===== config.mk =====
export PLATFORM = sky130hd
export DESIGN_NAME = load_store_unit_flat
export DESIGN_NICKNAME = d
export VERILOG_FILES = /design/src/rtl/lsu_if.sv /design/src/rtl/load_store_unit.sv /design/src/flat_wrapper.sv
export SDC_FILE = /design/constraint.sdc
export NUM_CORES = 1
export LEC_CHECK = 0
export CORE_UTILIZATION = 45
export CTS_CLUSTER_DIAMETER = 60
export CTS_CLUSTER_SIZE = 28
export DETAILED_ROUTE_END_ITERATION = 16
export GPL_ROUTABILITY_DRIVEN = 0
export PLACE_DENSITY = 0.71
export SYNTH_ARGS = -nofsm -noshare
export SYNTH_HDL_FRONTEND = slang
export SYNTH_SLANG_ARGS = --single-unit

===== constraint.sdc =====
create_clock -name clk -period 3.2 [get_ports clk]
set_clock_uncertainty 0.1 [all_clocks]
set_input_delay 0.64 -clock clk [delete_from_list [all_inputs] [get_ports clk]]
set_output_delay 0.64 -clock clk [all_outputs]
set_load 0.01 [all_outputs]

===== src/rtl/lsu_if.sv =====
// Request/response and memory-side signal bundle for the load/store unit.
//   slave  : load_store_unit side (consumes requests, drives memory strobes)
//   master : requester / memory-model side
// Parameters: XLEN (data width, 32 or 64), ADDR_W (byte-address width).
interface lsu_if #(
  parameter int XLEN   = 32,
  parameter int ADDR_W = 32
);
  // Request channel
  logic              req_valid;
  logic              req_ready;
  logic              req_store;
  logic [2:0]        req_funct3;
  logic [ADDR_W-1:0] req_addr;
  logic [XLEN-1:0]   req_wdata;
  // Response channel
  logic              resp_valid;
  logic [XLEN-1:0]   resp_rdata;
  logic              resp_err;
  // Memory port
  logic              mem_read;
  logic              mem_write;
  logic [ADDR_W-1:0] mem_address;
  logic [XLEN-1:0]   mem_wdata;
  logic [XLEN/8-1:0] mem_wmask;
  logic [XLEN-1:0]   mem_rdata;
  logic              mem_resp;

  modport slave (
    input  req_valid, req_store, req_funct3, req_addr, req_wdata,
    input  mem_rdata, mem_resp,
    output req_ready, resp_valid, resp_rdata, resp_err,
    output mem_read, mem_write, mem_address, mem_wdata, mem_wmask
  );

  modport master (
    output req_valid, req_store, req_funct3, req_addr, req_wdata,
    output mem_rdata, mem_resp,
    input  req_ready, resp_valid, resp_rdata, resp_err,
    input  mem_read, mem_write, mem_address, mem_wdata, mem_wmask
  );
endinterface


===== src/rtl/load_store_unit.sv =====
// Load/store unit: accepts one RV-style load or store, performs one or two
// aligned memory accesses, and returns an extended load result or an error.
// Ports:
//   clk      : clock, all state changes on rising edge
//   rst      : synchronous active-high reset
//   bus      : lsu_if.slave -- req_*/resp_* handshake and mem_* port
// Optional feature: define LSU_MISALIGN_EN to service misaligned accesses
// (split into two accesses); otherwise misaligned accesses are rejected.
module load_store_unit #(
  parameter int XLEN   = 32,
  parameter int ADDR_W = 32
) (
  input  logic clk,
  input  logic rst,
  lsu_if.slave bus
);
  localparam int unsigned BEN   = XLEN / 8;
  localparam int unsigned OFF_W = $clog2(BEN);
  localparam int unsigned SH_W  = OFF_W + 3;

  typedef enum logic [1:0] {IDLE, ACC1, ACC2, DONE} state_t;
  state_t state, state_nxt;

  // Registered outputs and their next values
  logic              req_ready_q, resp_valid_q, resp_err_q, mem_read_q, mem_write_q;
  logic              resp_valid_nxt, resp_err_nxt, mem_read_nxt, mem_write_nxt;
  logic [XLEN-1:0]   resp_rdata_q, resp_rdata_nxt, mem_wdata_q, mem_wdata_nxt;
  logic [ADDR_W-1:0] mem_address_q, mem_address_nxt;
  logic [BEN-1:0]    mem_wmask_q, mem_wmask_nxt;

  // Request latched on acceptance, plus low word of a split load
  logic              lat_store;
  logic [2:0]        lat_f3;
  logic [OFF_W-1:0]  lat_off;
  logic [XLEN-1:0]   lat_wdata;
  logic [XLEN-1:0]   rbuf, rbuf_nxt;

  // Sign- or zero-extend the low (8 << f3[1:0]) bits of raw to XLEN
  function automatic logic [XLEN-1:0] extend(input logic [XLEN-1:0] raw,
                                             input logic [2:0] f3);
    int unsigned     bits;
    int unsigned     sh;
    logic [XLEN-1:0] t;
    bits = 32'(8) << f3[1:0];
    if (bits >= 32'(XLEN)) return raw;
    sh = 32'(XLEN) - bits;
    t  = raw << sh;
    if (f3[2]) t = t >> sh;
    else       t = $signed(t) >>> sh;
    return t;
  endfunction

  // Decode source: live request in IDLE, latched request afterwards
  logic             src_store;
  logic [2:0]       src_f3;
  logic [OFF_W-1:0] src_off;
  logic [XLEN-1:0]  src_wdata;

  always_comb begin
    if (state == IDLE) begin
      src_store = bus.req_store;
      src_f3    = bus.req_funct3;
      src_off   = bus.req_addr[OFF_W-1:0];
      src_wdata = bus.req_wdata;
    end else begin
      src_store = lat_store;
      src_f3    = lat_f3;
      src_off   = lat_off;
      src_wdata = lat_wdata;
    end
  end

  // Lane placement over a double-width window: low half feeds the first
  // access, high half holds the bytes that spill into the next word.
  logic [3:0]        size_bytes;
  logic [SH_W-1:0]   sh_bits;
  logic [2*BEN-1:0]  wide_mask;
  logic [2*XLEN-1:0] wide_data;
  logic              split, illegal, reject;
  logic [XLEN-1:0]   load_lo, load_hi;

  assign size_bytes = 4'(1) << src_f3[1:0];
  assign sh_bits    = {src_off, 3'b000};
  assign wide_mask  = (((2*BEN)'(1) << size_bytes) - (2*BEN)'(1)) << src_off;
  assign wide_data  = {XLEN'(0), extend(src_wdata, {1'b1, src_f3[1:0]})} << sh_bits;
  assign split      = |wide_mask[2*BEN-1:BEN];

  assign illegal = (src_f3 == 3'b111) ||
                   (src_store && src_f3[2]) ||
                   ((XLEN == 32) && ((src_f3 == 3'b011) || (src_f3 == 3'b110)));

`ifdef LSU_MISALIGN_EN
  assign reject = illegal;
`else
  logic misaligned;
  assign misaligned = |(src_off & OFF_W'(size_bytes - 4'd1));
  assign reject     = illegal | misaligned;
`endif

  // Little-endian assembly: unsplit uses one word, split joins both words
  assign load_lo = extend(XLEN'(bus.mem_rdata >> sh_bits), src_f3);
  assign load_hi = extend(XLEN'({bus.mem_rdata, rbuf} >> sh_bits), src_f3);

  // Next-state and next-output logic
  always_comb begin
    state_nxt       = state;
    resp_valid_nxt  = 1'b0;
    resp_err_nxt    = 1'b0;
    resp_rdata_nxt  = resp_rdata_q;
    mem_read_nxt    = mem_read_q;
    mem_write_nxt   = mem_write_q;
    mem_address_nxt = mem_address_q;
    mem_wdata_nxt   = mem_wdata_q;
    mem_wmask_nxt   = mem_wmask_q;
    rbuf_nxt        = rbuf;
    case (state)
      IDLE: begin
        mem_read_nxt  = 1'b0;
        mem_write_nxt = 1'b0;
        if (bus.req_valid) begin
          if (reject) begin
            state_nxt      = DONE;
            resp_valid_nxt = 1'b1;
            resp_err_nxt   = 1'b1;
            resp_rdata_nxt = '0;
          end else begin
            state_nxt       = ACC1;
            mem_read_nxt    = !src_store;
            mem_write_nxt   = src_store;
            mem_address_nxt = {bus.req_addr[ADDR_W-1:OFF_W], OFF_W'(0)};
            mem_wdata_nxt   = wide_data[XLEN-1:0];
            mem_wmask_nxt   = wide_mask[BEN-1:0];
          end
        end
      end
      ACC1: begin
        if (bus.mem_resp) begin
          if (split) begin
            state_nxt       = ACC2;
            mem_address_nxt = mem_address_q + ADDR_W'(BEN);
            mem_wdata_nxt   = wide_data[2*XLEN-1:XLEN];
            mem_wmask_nxt   = wide_mask[2*BEN-1:BEN];
            rbuf_nxt        = bus.mem_rdata;
          end else begin
            state_nxt      = DONE;
            resp_valid_nxt = 1'b1;
            resp_rdata_nxt = src_store ? '0 : load_lo;
            mem_read_nxt   = 1'b0;
            mem_write_nxt  = 1'b0;
            mem_wdata_nxt  = '0;
            mem_wmask_nxt  = '0;
          end
        end
      end
      ACC2: begin
        if (bus.mem_resp) begin
          state_nxt      = DONE;
          resp_valid_nxt = 1'b1;
          resp_rdata_nxt = src_store ? '0 : load_hi;
          mem_read_nxt   = 1'b0;
          mem_write_nxt  = 1'b0;
          mem_wdata_nxt  = '0;
          mem_wmask_nxt  = '0;
        end
      end
      DONE: state_nxt = IDLE;
      default: begin
        state_nxt     = IDLE;
        mem_read_nxt  = 1'b0;
        mem_write_nxt = 1'b0;
      end
    endcase
  end

  // State, output and request registers
  always_ff @(posedge clk) begin
    if (rst) begin
      state         <= IDLE;
      req_ready_q   <= 1'b1;
      resp_valid_q  <= 1'b0;
      resp_err_q    <= 1'b0;
      resp_rdata_q  <= '0;
      mem_read_q    <= 1'b0;
      mem_write_q   <= 1'b0;
      mem_address_q <= '0;
      mem_wdata_q   <= '0;
      mem_wmask_q   <= '0;
      rbuf          <= '0;
      lat_store     <= 1'b0;
      lat_f3        <= '0;
      lat_off       <= '0;
      lat_wdata     <= '0;
    end else begin
      state         <= state_nxt;
      req_ready_q   <= (state_nxt == IDLE);
      resp_valid_q  <= resp_valid_nxt;
      resp_err_q    <= resp_err_nxt;
      resp_rdata_q  <= resp_rdata_nxt;
      mem_read_q    <= mem_read_nxt;
      mem_write_q   <= mem_write_nxt;
      mem_address_q <= mem_address_nxt;
      mem_wdata_q   <= mem_wdata_nxt;
      mem_wmask_q   <= mem_wmask_nxt;
      rbuf          <= rbuf_nxt;
      if (state == IDLE && bus.req_valid) begin
        lat_store <= bus.req_store;
        lat_f3    <= bus.req_funct3;
        lat_off   <= bus.req_addr[OFF_W-1:0];
        lat_wdata <= bus.req_wdata;
      end
    end
  end

  assign bus.req_ready   = req_ready_q;
  assign bus.resp_valid  = resp_valid_q;
  assign bus.resp_err    = resp_err_q;
  assign bus.resp_rdata  = resp_rdata_q;
  assign bus.mem_read    = mem_read_q;
  assign bus.mem_write   = mem_write_q;
  assign bus.mem_address = mem_address_q;
  assign bus.mem_wdata   = mem_wdata_q;
  assign bus.mem_wmask   = mem_wmask_q;
endmodule


===== src/flat_wrapper.sv =====
// flat-port wrapper written by rule: the top's interface ports become plain ports
module load_store_unit_flat 
#(
  parameter int XLEN   = 32,
  parameter int ADDR_W = 32
)
  (clk, rst, bus_req_valid, bus_req_store, bus_req_funct3, bus_req_addr, bus_req_wdata, bus_mem_rdata, bus_mem_resp, bus_req_ready, bus_resp_valid, bus_resp_rdata, bus_resp_err, bus_mem_read, bus_mem_write, bus_mem_address, bus_mem_wdata, bus_mem_wmask);
  lsu_if #(.XLEN(XLEN), .ADDR_W(ADDR_W)) bus_i ();
  input  logic clk;
  input  logic rst;
  input wire logic [$bits(bus_i.req_valid)-1:0] bus_req_valid;
  input wire logic [$bits(bus_i.req_store)-1:0] bus_req_store;
  input wire logic [$bits(bus_i.req_funct3)-1:0] bus_req_funct3;
  input wire logic [$bits(bus_i.req_addr)-1:0] bus_req_addr;
  input wire logic [$bits(bus_i.req_wdata)-1:0] bus_req_wdata;
  input wire logic [$bits(bus_i.mem_rdata)-1:0] bus_mem_rdata;
  input wire logic [$bits(bus_i.mem_resp)-1:0] bus_mem_resp;
  output wire logic [$bits(bus_i.req_ready)-1:0] bus_req_ready;
  output wire logic [$bits(bus_i.resp_valid)-1:0] bus_resp_valid;
  output wire logic [$bits(bus_i.resp_rdata)-1:0] bus_resp_rdata;
  output wire logic [$bits(bus_i.resp_err)-1:0] bus_resp_err;
  output wire logic [$bits(bus_i.mem_read)-1:0] bus_mem_read;
  output wire logic [$bits(bus_i.mem_write)-1:0] bus_mem_write;
  output wire logic [$bits(bus_i.mem_address)-1:0] bus_mem_address;
  output wire logic [$bits(bus_i.mem_wdata)-1:0] bus_mem_wdata;
  output wire logic [$bits(bus_i.mem_wmask)-1:0] bus_mem_wmask;
  assign bus_i.req_valid = bus_req_valid;
  assign bus_i.req_store = bus_req_store;
  assign bus_i.req_funct3 = bus_req_funct3;
  assign bus_i.req_addr = bus_req_addr;
  assign bus_i.req_wdata = bus_req_wdata;
  assign bus_i.mem_rdata = bus_mem_rdata;
  assign bus_i.mem_resp = bus_mem_resp;
  assign bus_req_ready = bus_i.req_ready;
  assign bus_resp_valid = bus_i.resp_valid;
  assign bus_resp_rdata = bus_i.resp_rdata;
  assign bus_resp_err = bus_i.resp_err;
  assign bus_mem_read = bus_i.mem_read;
  assign bus_mem_write = bus_i.mem_write;
  assign bus_mem_address = bus_i.mem_address;
  assign bus_mem_wdata = bus_i.mem_wdata;
  assign bus_mem_wmask = bus_i.mem_wmask;
  load_store_unit #(.XLEN(XLEN), .ADDR_W(ADDR_W)) u_core (.clk(clk), .rst(rst), .bus(bus_i));
endmodule

==> flow_summary_export.csv, run 1 <==
group,metric,value,unit
outcome,outcome,"completed",
synth,ys.flop_type,"dfxtp_1",
sta,tightest_slew,1.02,ns
clock_tree,cts.sinks,175,
sta,slew_violations,0,
cells_and_area,syn2layout_area_growth,30.2,%
cells_and_area,final_nets,1720,
floorplanning,die_w,156,µm
setup_path,cp_slowest_cell,"mux4_2",
place,port_buffers,206,
global_route,grt_pass1_vias,10400,
place,dp.cells,1910,
floorplanning,core,23400,µm²
routing,ant_nets,0,
routing,wl_per_cell,18.6,µm
place,detailedPlace.worstSlack,-0.00511,ns
pwr,p_int,7.34,mW
global_route,use_met3,5.50,%
routing,vias,11700,
synth,synth_area_leaders,"dfxtp_1 33%, nand2_1 12%, a21oi_1 7.0%",
routing,drt_first_pass_iters,6,
clock_tree,cts_buffers,17,
cells_and_area,n_fill_cell,2170,
synth,syn-instance-count,1425,
clock_tree,hold_buffers,0,
setup_path,slowest_delay,0.54,ns
floorplanning,die_h,156,µm
synth,ys_seq_elements,175,
routing,via_per_inst,6.01,
clock_tree,clkTransAtPathRegs,0.07,ns
cells_and_area,layout.cells.non_filler,1941,
synth,synthAdderAreaFrac,0.703,%
pwr,power.switching,6.59,mW
sta,final-setup-viol-count,0,
cells_and_area,drive_gt1_share,10.2,%
setup_path,crit_path_start_kind,"flip-flop",
sta,fin_tns_setup,0,ns
sta,fmaxAchievable,337,MHz
setup_path,r2r_slack,0.23,ns
sta,slew_headroom,31.7,%
global_route,globalRouteTotalUtil,29.4,%
pwr,power_leakage,5.11,nW
floorplanning,io-pin-count,209,
routing,drt_first_iter_violations,1192,
clock_tree,ctsResizeCount,0,
synth,synth-xor-area-share,0,%
synth,yosysWarningCount,0,
synth,ys_types,83,
clock_tree,post_cts_buffers,0,
clock_tree,cts_tree,"built",
global_route,grt_overflow,0,
pwr,power_frac_comb,62.7,%
pwr,peakVddDrop,542,µV
synth,mappedNetlistArea,10700,µm²
sta,rsz0062_at_grt,"false",
setup_path,crit_chain,"inv_1 -> ha_4 -> mux2i_4 -> buf_4 -> buf_12 -> mux4_2 -> a32oi_1 -> a2bb2oi_1 -> nor2_1",
setup_path,arrival,3.16,ns
synth,synth_area_leader_cell,"dfxtp_1",
setup_path,crit_end,"u_core.bus.resp_rdata[4]",
pwr,power.density,1000,nW/µm²
floorplanning,die_area,24400,µm²
sta,hold_slack,0.350,ns
routing,wirelength,36200,µm
clock_tree,worstSkewPairLatency,0.44,ns
synth,synth_compound_area_share,27.1,%
synth,async_flop_share,0,%
global_route,met1_usage,40.7,%
global_route,top_usage_layer,"met2",
synth,yosys.area_share.simple,24.5,%
clock_tree,clockBufferDepth,2,
sta,hold_violations,0,
pwr,total_power,13.9,mW
synth,muxShareOfSynthArea,9.05,%
setup_path,worstReg2RegStart,"u_core.state[1]",
cells_and_area,num_antenna_cells,0,
sta,finalCritPeriodShare,92.7,%
setup_path,reg2reg_to,"u_core.bus.resp_rdata[4]",
global_route,antenna_found_initial,0,
setup_path,crit_path_start,"u_core.state[1]",
hold_path,hp-class,"input port to flip-flop",
synth,synth_top_family_by_area,"compound AO/OA/AOI/OAI gates",
synth,synth-edff-count,0,
setup_path,critPathCaptureType,"flip-flop",
pwr,p_clk_share,14.9,%
floorplanning,initial_core_util,45.6,%
synth,synth.avg_cell_area,7.50,µm²
setup_path,critPathKind,"flip-flop to flip-flop",
sta,setup_ws,0.233,ns
global_route,grtUsageMet2,45.2,%
job,maxCapViolCount,0,
clock_tree,root_buffer,"clkbuf_16",
pwr,switching_share,47.3,%
setup_path,cp.required,3.40,ns
floorplanning,rows,56,
place,dp_hpwl,25600,µm
synth,ys_seq_area_share,32.8,%
clock_tree,htreeDepth,4,
pwr,seqPwrFrac,22.4,%
global_route,grt_pass1_wl,56700,µm
setup_path,critPathMaxFanout,26,
global_route,grt_max_degree,89,
synth,synth_top_area_share,32.8,%
setup_path,rr_worst_depth,9,
sta,min_period,2.97,ns
routing,drc,0,
==> metal layers <==
metal / vias to the layer above / wire, µm
met3: 81 / 3510
met4: 0 / 1080
met1: 5401 / 15500
met2: 667 / 16100
met5: - / 0
li1: 5526 / -
==> worst max-delay path: cells and delay by family (launching register included) <==
kind,cells,cell delay [ns]
muxes,2,0.92
buffers and inverters,3,0.52
AOI/OAI and AO/OA,2,0.51
DFF,1,0.36
adders and majority gates,1,0.34
and+or+nand+nor,1,0.05
==> per-stage QoR <==
stage,area [µm²],util (%)
floorplan,10700,-
global placement,13300,56.9
detailed placement,13300,56.9
CTS,13900,59.4
global route,13900,59.4
finish,13900,59.4
==> power groups by stage <==
stage / clock network [mW] / registers (mW) / logic, mW
2_1_floorplan: 0 / 3.20 / 5.45
3_3_place_gp: 0 / 3.15 / 8.41
3_5_place_dp: 0 / 3.17 / 8.52
4_1_cts: 2.10 / 3.12 / 8.56
5_1_grt: 2.19 / 3.20 / 9.42
6_report: 2.07 / 3.13 / 8.74
==> layout by cell type (no fill, tap or decap), types with 9 or more instances in the layout <==
cell | Yosys | routed
o221ai_1 | 9 | 9
mux2_2 | 11 | 11
a2bb2oi_1 | 10 | 10
a22o_1 | 10 | 10
a221oi_1 | 24 | 24
buf_4 | 7 | 72
a21oi_1 | 149 | 149
buf_12 | 0 | 9
inv_1 | 19 | 19
a211oi_1 | 29 | 29
nand3_1 | 61 | 61
a22oi_1 | 9 | 9
mux2i_1 | 56 | 56
clkdlybuf4s50_1 | 0 | 205
nand2_1 | 352 | 351
clkbuf_16 | 0 | 17
nand4_1 | 14 | 14
nor2_1 | 84 | 82
o21ai_0 | 70 | 70
dfxtp_1 | 175 | 175
o211a_1 | 10 | 10
nor3_1 | 16 | 16
a32oi_1 | 23 | 23
and3_1 | 11 | 11
==> Yosys cell counts, drive strengths merged, types with 18 or more instances <==
| cell | number |
|---|---|
| nand2 | 352 |
| dfxtp | 175 |
| a21oi | 149 |
| nor2 | 84 |
| o21ai | 74 |
| clkbuf | 71 |
| nand3 | 61 |
| mux2i | 60 |
| buf | 50 |
| a211oi | 30 |
| a221oi | 24 |
| a32oi | 23 |
| inv | 19 |
| nor3 | 18 |
==> layout make-up <==
type | count | area (µm²) | share of cell area, %
multi-input cells | 1110 | 6580 | 47.3
flip-flops and latches | 175 | 3500 | 25.2
repair buffers | 286 | 2770 | 19.9
clock buffers | 17 | 425 | 3.06
well taps | 319 | 399 | 2.87
clock inverters | 14 | 145 | 1.04
inverters | 20 | 75.1 | 0.540
==> worst min-delay path by stage <==
stage / from / end / slack (ns) / depth (start not counted)
floorplan: u_core.rbuf[1] / u_core.rbuf[1] / 0.33 / 2
global placement: u_core.bus.resp_rdata[19] / u_core.bus.resp_rdata[19] / 0.34 / 2
detailed placement: u_core.bus.resp_rdata[22] / u_core.bus.resp_rdata[22] / 0.35 / 2
CTS: rst / u_core.rbuf[31] / 0.33 / 2
global route: rst / u_core.bus.resp_rdata[25] / 0.36 / 2
finish: rst / u_core.rbuf[31] / 0.35 / 2
==> sequential cells by signal, summed over array words and instances (netlist names), 2 cells and up <==
signal	cells
u_core.bus.resp_rdata	32
u_core.bus.mem_wdata	32
u_core.lat_off	2
u_core.lat_wdata	32
u_core.bus.mem_wmask	4
u_core.state	2
u_core.lat_f3	3
u_core.bus.mem_address	30
u_core.rbuf	32
==> cells by family (layout without fill, tap and decap cells) <==
family,count (synthesis),in the layout
compound gates,426,426
fa+ha+maj,6,6
buf+inv,141,337
flops,175,175
mux,81,81
other cells,1,2
simple gates,595,595
Note: power is estimated with default switching activity, not from simulation.
==> run 2: changes to the inputs <==
- CORE_ASPECT_RATIO: unset -> 1.5
- RECOVER_POWER: unset -> 100
- SLEW_MARGIN: unset -> 10
==> flow_summary_export.csv, run 2 (synthesis results as in run 1) <==
group,metric,value,unit
global_route,grt_pass1_wl,57600,µm
cells_and_area,layout_common_cells,"352 x nand2_1, 175 x dfxtp_1, 149 x a21oi_1, 103 x dlygate4sd3_1, 102 x clkdlybuf4s50_1",
setup_path,r2r_slack,0.20,ns
global_route,globalRouteTotalUtil,30.0,%
routing,via_per_inst,6.02,
global_route,antenna_found_initial,0,
sta,slew_headroom,44.7,%
setup_path,crit_path_start,"u_core.state[1]",
setup_path,crit_chain,"inv_1 -> ha_4 -> mux2i_1 -> o21ai_1 -> a31oi_1 -> a211o_1 -> clkbuf_1 -> a211oi_1 -> a31o_2",
sta,final-setup-viol-count,0,
pwr,power_leakage,5.41,nW
clock_tree,clockBufferDepth,2,
clock_tree,hold_buffers,0,
job,maxCapViolCount,0,
sta,setup_ws,0.202,ns
sta,rsz0062_at_grt,"false",
clock_tree,cts.sinks,175,
routing,drc,0,
floorplanning,core,23100,µm²
floorplanning,io-pin-count,209,
routing,wl_per_cell,18.9,µm
setup_path,critPathMaxFanout,18,
routing,wirelength,36600,µm
place,port_buffers,206,
cells_and_area,drive_gt1_share,9.85,%
place,dp_hpwl,26200,µm
hold_path,min_from,"u_core.rbuf[4]",
setup_path,worstReg2RegStart,"u_core.state[1]",
global_route,grt_overflow,0,
place,dp.cells,1905,
clock_tree,cts_buffers,17,
cells_and_area,final_common_cell,"nand2_1",
sta,hold_violations,0,
sta,finalCritPeriodShare,93.7,%
setup_path,critPathKind,"flip-flop to flip-flop",
floorplanning,die_w,128,µm
sta,hold_slack,0.354,ns
global_route,grt_max_degree,68,
sta,tightest_slew,0.822,ns
pwr,power.density,987,nW/µm²
sta,min_period,3.00,ns
routing,vias,11700,
outcome,outcome,"completed",
clock_tree,clkTransAtPathRegs,0.07,ns
cells_and_area,num_antenna_cells,0,
setup_path,critPathCaptureType,"flip-flop",
global_route,grt_pass1_vias,11000,
cells_and_area,syn2layout_area_growth,30.0,%
routing,drt_first_pass_iters,6,
setup_path,crit_path_start_kind,"flip-flop",
setup_path,arrival,3.24,ns
floorplanning,die_area,24400,µm²
cells_and_area,layout.cells.non_filler,1939,
cells_and_area,final_nets,1721,
sta,fin_tns_setup,0,ns
floorplanning,initial_core_util,46.2,%
floorplanning,die_h,191,µm
sta,fmaxAchievable,334,MHz
pwr,peakVddDrop,562,µV
clock_tree,root_buffer,"clkbuf_16",
clock_tree,htreeDepth,4,
routing,ant_nets,0,
setup_path,cp.required,3.44,ns
clock_tree,worstSkewPairLatency,0.44,ns
place,detailedPlace.worstSlack,0.00146,ns
setup_path,slowest_delay,0.46,ns
clock_tree,cts_tree,"built",
setup_path,cp_slowest_cell,"mux2i_1",
routing,drt_first_iter_violations,965,
sta,slew_violations,0,
cells_and_area,n_fill_cell,2172,
floorplanning,rows,68,
hold_path,hp-class,"flip-flop to flip-flop",
==> run 2: cell types whose count changed in the layout (fill, tap and decap cells not counted), sizes merged, moves of 3 or more <==
cell / before / now
buf: 81 / 72
clkdlybuf4s50: 205 / 102
dlygate4sd3: 0 / 103
clkinvlp: 2 / 5
inv: 27 / 23
clkbuf: 17 / 28
==> run 2: where the power goes <==
part / switching [mW] / internal (mW)
Clock: 0.948 / 1.18
Sequential: 0.429 / 2.68
Combinational: 5.08 / 3.39
==> run 2: path summary, 6_finish.rpt <==
check                                    end  depth (start not counted)
setup / recovery  u_core.bus.mem_address[17]                          9
setup reg to reg  u_core.bus.mem_address[17]                          9
hold / removal                u_core.rbuf[4]                          2
hold reg to reg               u_core.rbuf[4]                          2
==> run 2: worst max-delay path, delay by kind of cell, from the launching register on <==
family	cells	cell delay (ns)
compound gates	5	1.23
buf+inv	2	0.42
fa+ha+maj	1	0.32
flops	1	0.36
mux	1	0.46
==> run 2: metal layers <==
metal,global-route usage (%),part of all wire (%)
met2,49.7,48
met4,21.2,6.3
met3,4.91,7.4
met5,0,0
met1,35.1,38
==> run 2: what timing repair did <==
| action | 4_1_cts | 5_1_grt |
|---|---|---|
| endpoints found under the hold margin | 0 | 0 |
| resized for setup | 0 | 1 |
| endpoints found under the setup margin | 0 | 52 |
| buffers inserted | 0 | 2 |
==> run 2: stage by stage <==
step	utilization [%]	power, mW	area, µm²
5_1_grt	60.0	14.6	13900
4_1_cts	60.2	13.8	13900
2_1_floorplan	-	8.65	10700
3_3_place_gp	57.6	11.6	13300
6_report	60.0	13.7	13900
3_5_place_dp	57.6	11.7	13300
==> run 2: layout make-up <==
class | instances | area, µm² | share of cell area, %
Clock buffer | 18 | 439 | 3.16
Clock inverter | 14 | 155 | 1.12
Multi-Input combinational cell | 1110 | 6560 | 47.3
Tap cell | 315 | 394 | 2.84
Sequential cell | 175 | 3500 | 25.2
Timing Repair Buffer | 287 | 2760 | 19.9
Inverter | 20 | 75.1 | 0.540
==> run 3: changes to the inputs <==
- CORE_MARGIN: unset -> 3
- CTS_CLUSTER_DIAMETER: 60 -> 80
==> flow_summary_export.csv, run 3 (synthesis results as in run 1) <==
group,metric,value,unit
outcome,outcome,"completed",
clock_tree,htreeDepth,4,
clock_tree,clockBufferDepth,2,
routing,wl_per_cell,19.6,µm
place,dpl_cell_area,13400,µm²
cells_and_area,n_fill_cell,2175,
sta,finalCritPeriodShare,93.8,%
pwr,power_leakage,5.42,nW
sta,final-setup-viol-count,0,
sta,tightest_slew,0.838,ns
cells_and_area,finalInstanceArea,13900,µm²
global_route,globalRouteTotalUtil,29.2,%
clock_tree,clkTransAtPathRegs,0.07,ns
routing,drt_first_pass_iters,6,
routing,drt_first_iter_violations,1209,
cells_and_area,layout_common_cells,"352 x nand2_1, 175 x dfxtp_1, 149 x a21oi_1, 103 x dlygate4sd3_1, 102 x clkdlybuf4s50_1",
cells_and_area,final_nets,1721,
routing,wirelength,38000,µm
setup_path,crit_path_start_kind,"flip-flop",
place,port_buffers,206,
routing,ant_nets,0,
sta,hold_slack,0.353,ns
sta,fin_tns_setup,0,ns
floorplanning,die_h,195,µm
setup_path,critPathMaxFanout,18,
clock_tree,cts_tree,"built",
floorplanning,die_area,25700,µm²
sta,fmaxAchievable,333,MHz
cells_and_area,final_core_util,60.0,%
job,maxCapViolCount,0,
clock_tree,cts_buffers,17,
routing,drc,0,
pwr,peakVddDrop,665,µV
floorplanning,io-pin-count,209,
setup_path,critPathKind,"flip-flop to flip-flop",
routing,via_per_inst,6.01,
place,detailedPlace.worstSlack,-0.0874,ns
sta,slew_violations,0,
cells_and_area,syn2layout_area_growth,30.0,%
place,dp.cells,1907,
sta,slew_headroom,44.1,%
sta,min_period,3.00,ns
cells_and_area,layout.cells.non_filler,1939,
sta,setup_ws,0.199,ns
clock_tree,hold_buffers,0,
setup_path,cp.required,3.43,ns
global_route,grt_pass1_vias,11200,
cells_and_area,num_antenna_cells,0,
setup_path,r2r_slack,0.20,ns
clock_tree,cts.sinks,175,
clock_tree,worstSkewPairLatency,0.45,ns
global_route,grt_max_degree,62,
routing,vias,11700,
floorplanning,core,23100,µm²
cells_and_area,drive_gt1_share,9.61,%
setup_path,critPathCaptureType,"flip-flop",
global_route,grt_pass1_wl,60500,µm
hold_path,hp-class,"flip-flop to flip-flop",
sta,rsz0062_at_grt,"false",
place,dp_hpwl,27300,µm
floorplanning,rows,68,
pwr,total_power,13.8,mW
setup_path,arrival,3.23,ns
floorplanning,die_w,132,µm
cells_and_area,final_common_cell,"nand2_1",
pwr,power.density,991,nW/µm²
global_route,antenna_found_initial,0,
global_route,grt_overflow,0,
floorplanning,initial_core_util,46.2,%
clock_tree,root_buffer,"clkbuf_16",
sta,hold_violations,0,
[run 3: path summary, 6_finish.rpt]
| kind | from | to | depth (start not counted) |
|---|---|---|---|
| min reg2reg | u_core.lat_wdata[30] | u_core.lat_wdata[30] | 2 |
| max reg2reg | u_core.state[0] | u_core.bus.resp_rdata[4] | 9 |
| min | u_core.lat_wdata[30] | u_core.lat_wdata[30] | 2 |
| max | u_core.state[0] | u_core.bus.resp_rdata[4] | 9 |
[run 3: metal layers]
layer / global-route usage [%] / routed length, µm / vias up
li1: - / - / 5532
met1: 33.8 / 14000 / 5414
met2: 50.3 / 19100 / 578
met3: 4.43 / 2670 / 131
met4: 18.5 / 2250 / 0
met5: 0 / 0 / -
[run 3: timing repair]
action,in CTS,in global routing
gates resized for setup,0,1
hold endpoints to repair,0,0
setup endpoints to repair,0,21
setup buffers,0,0
[run 3: worst max-delay path, cell delays in order (launching register included)]
cell and delay [ns]:
dfxtp_1 0.34, inv_1 0.15, ha_4 0.34, mux2i_4 0.37
buf_4 0.25, clkbuf_4 0.32, mux4_2 0.54, a32oi_1 0.22
a2bb2oi_1 0.19, nor2_1 0.05
[run 3: final cells by class]
class / count / area (µm²) / share of cell area, %
Sequential cell: 175 / 3500 / 25.2
Multi-Input combinational cell: 1110 / 6560 / 47.3
Clock inverter: 15 / 149 / 1.07
Inverter: 20 / 75.1 / 0.541
Timing Repair Buffer: 287 / 2770 / 20.0
Tap cell: 315 / 394 / 2.84
Clock buffer: 17 / 425 / 3.06
[run 3: report_power, final]
part           total [mW]  internal [mW]  switching, mW
Clock                2.08           1.10          0.983
Combinational        8.56           3.47           5.09
Sequential           3.12           2.68          0.444
Total                13.8           7.24           6.52
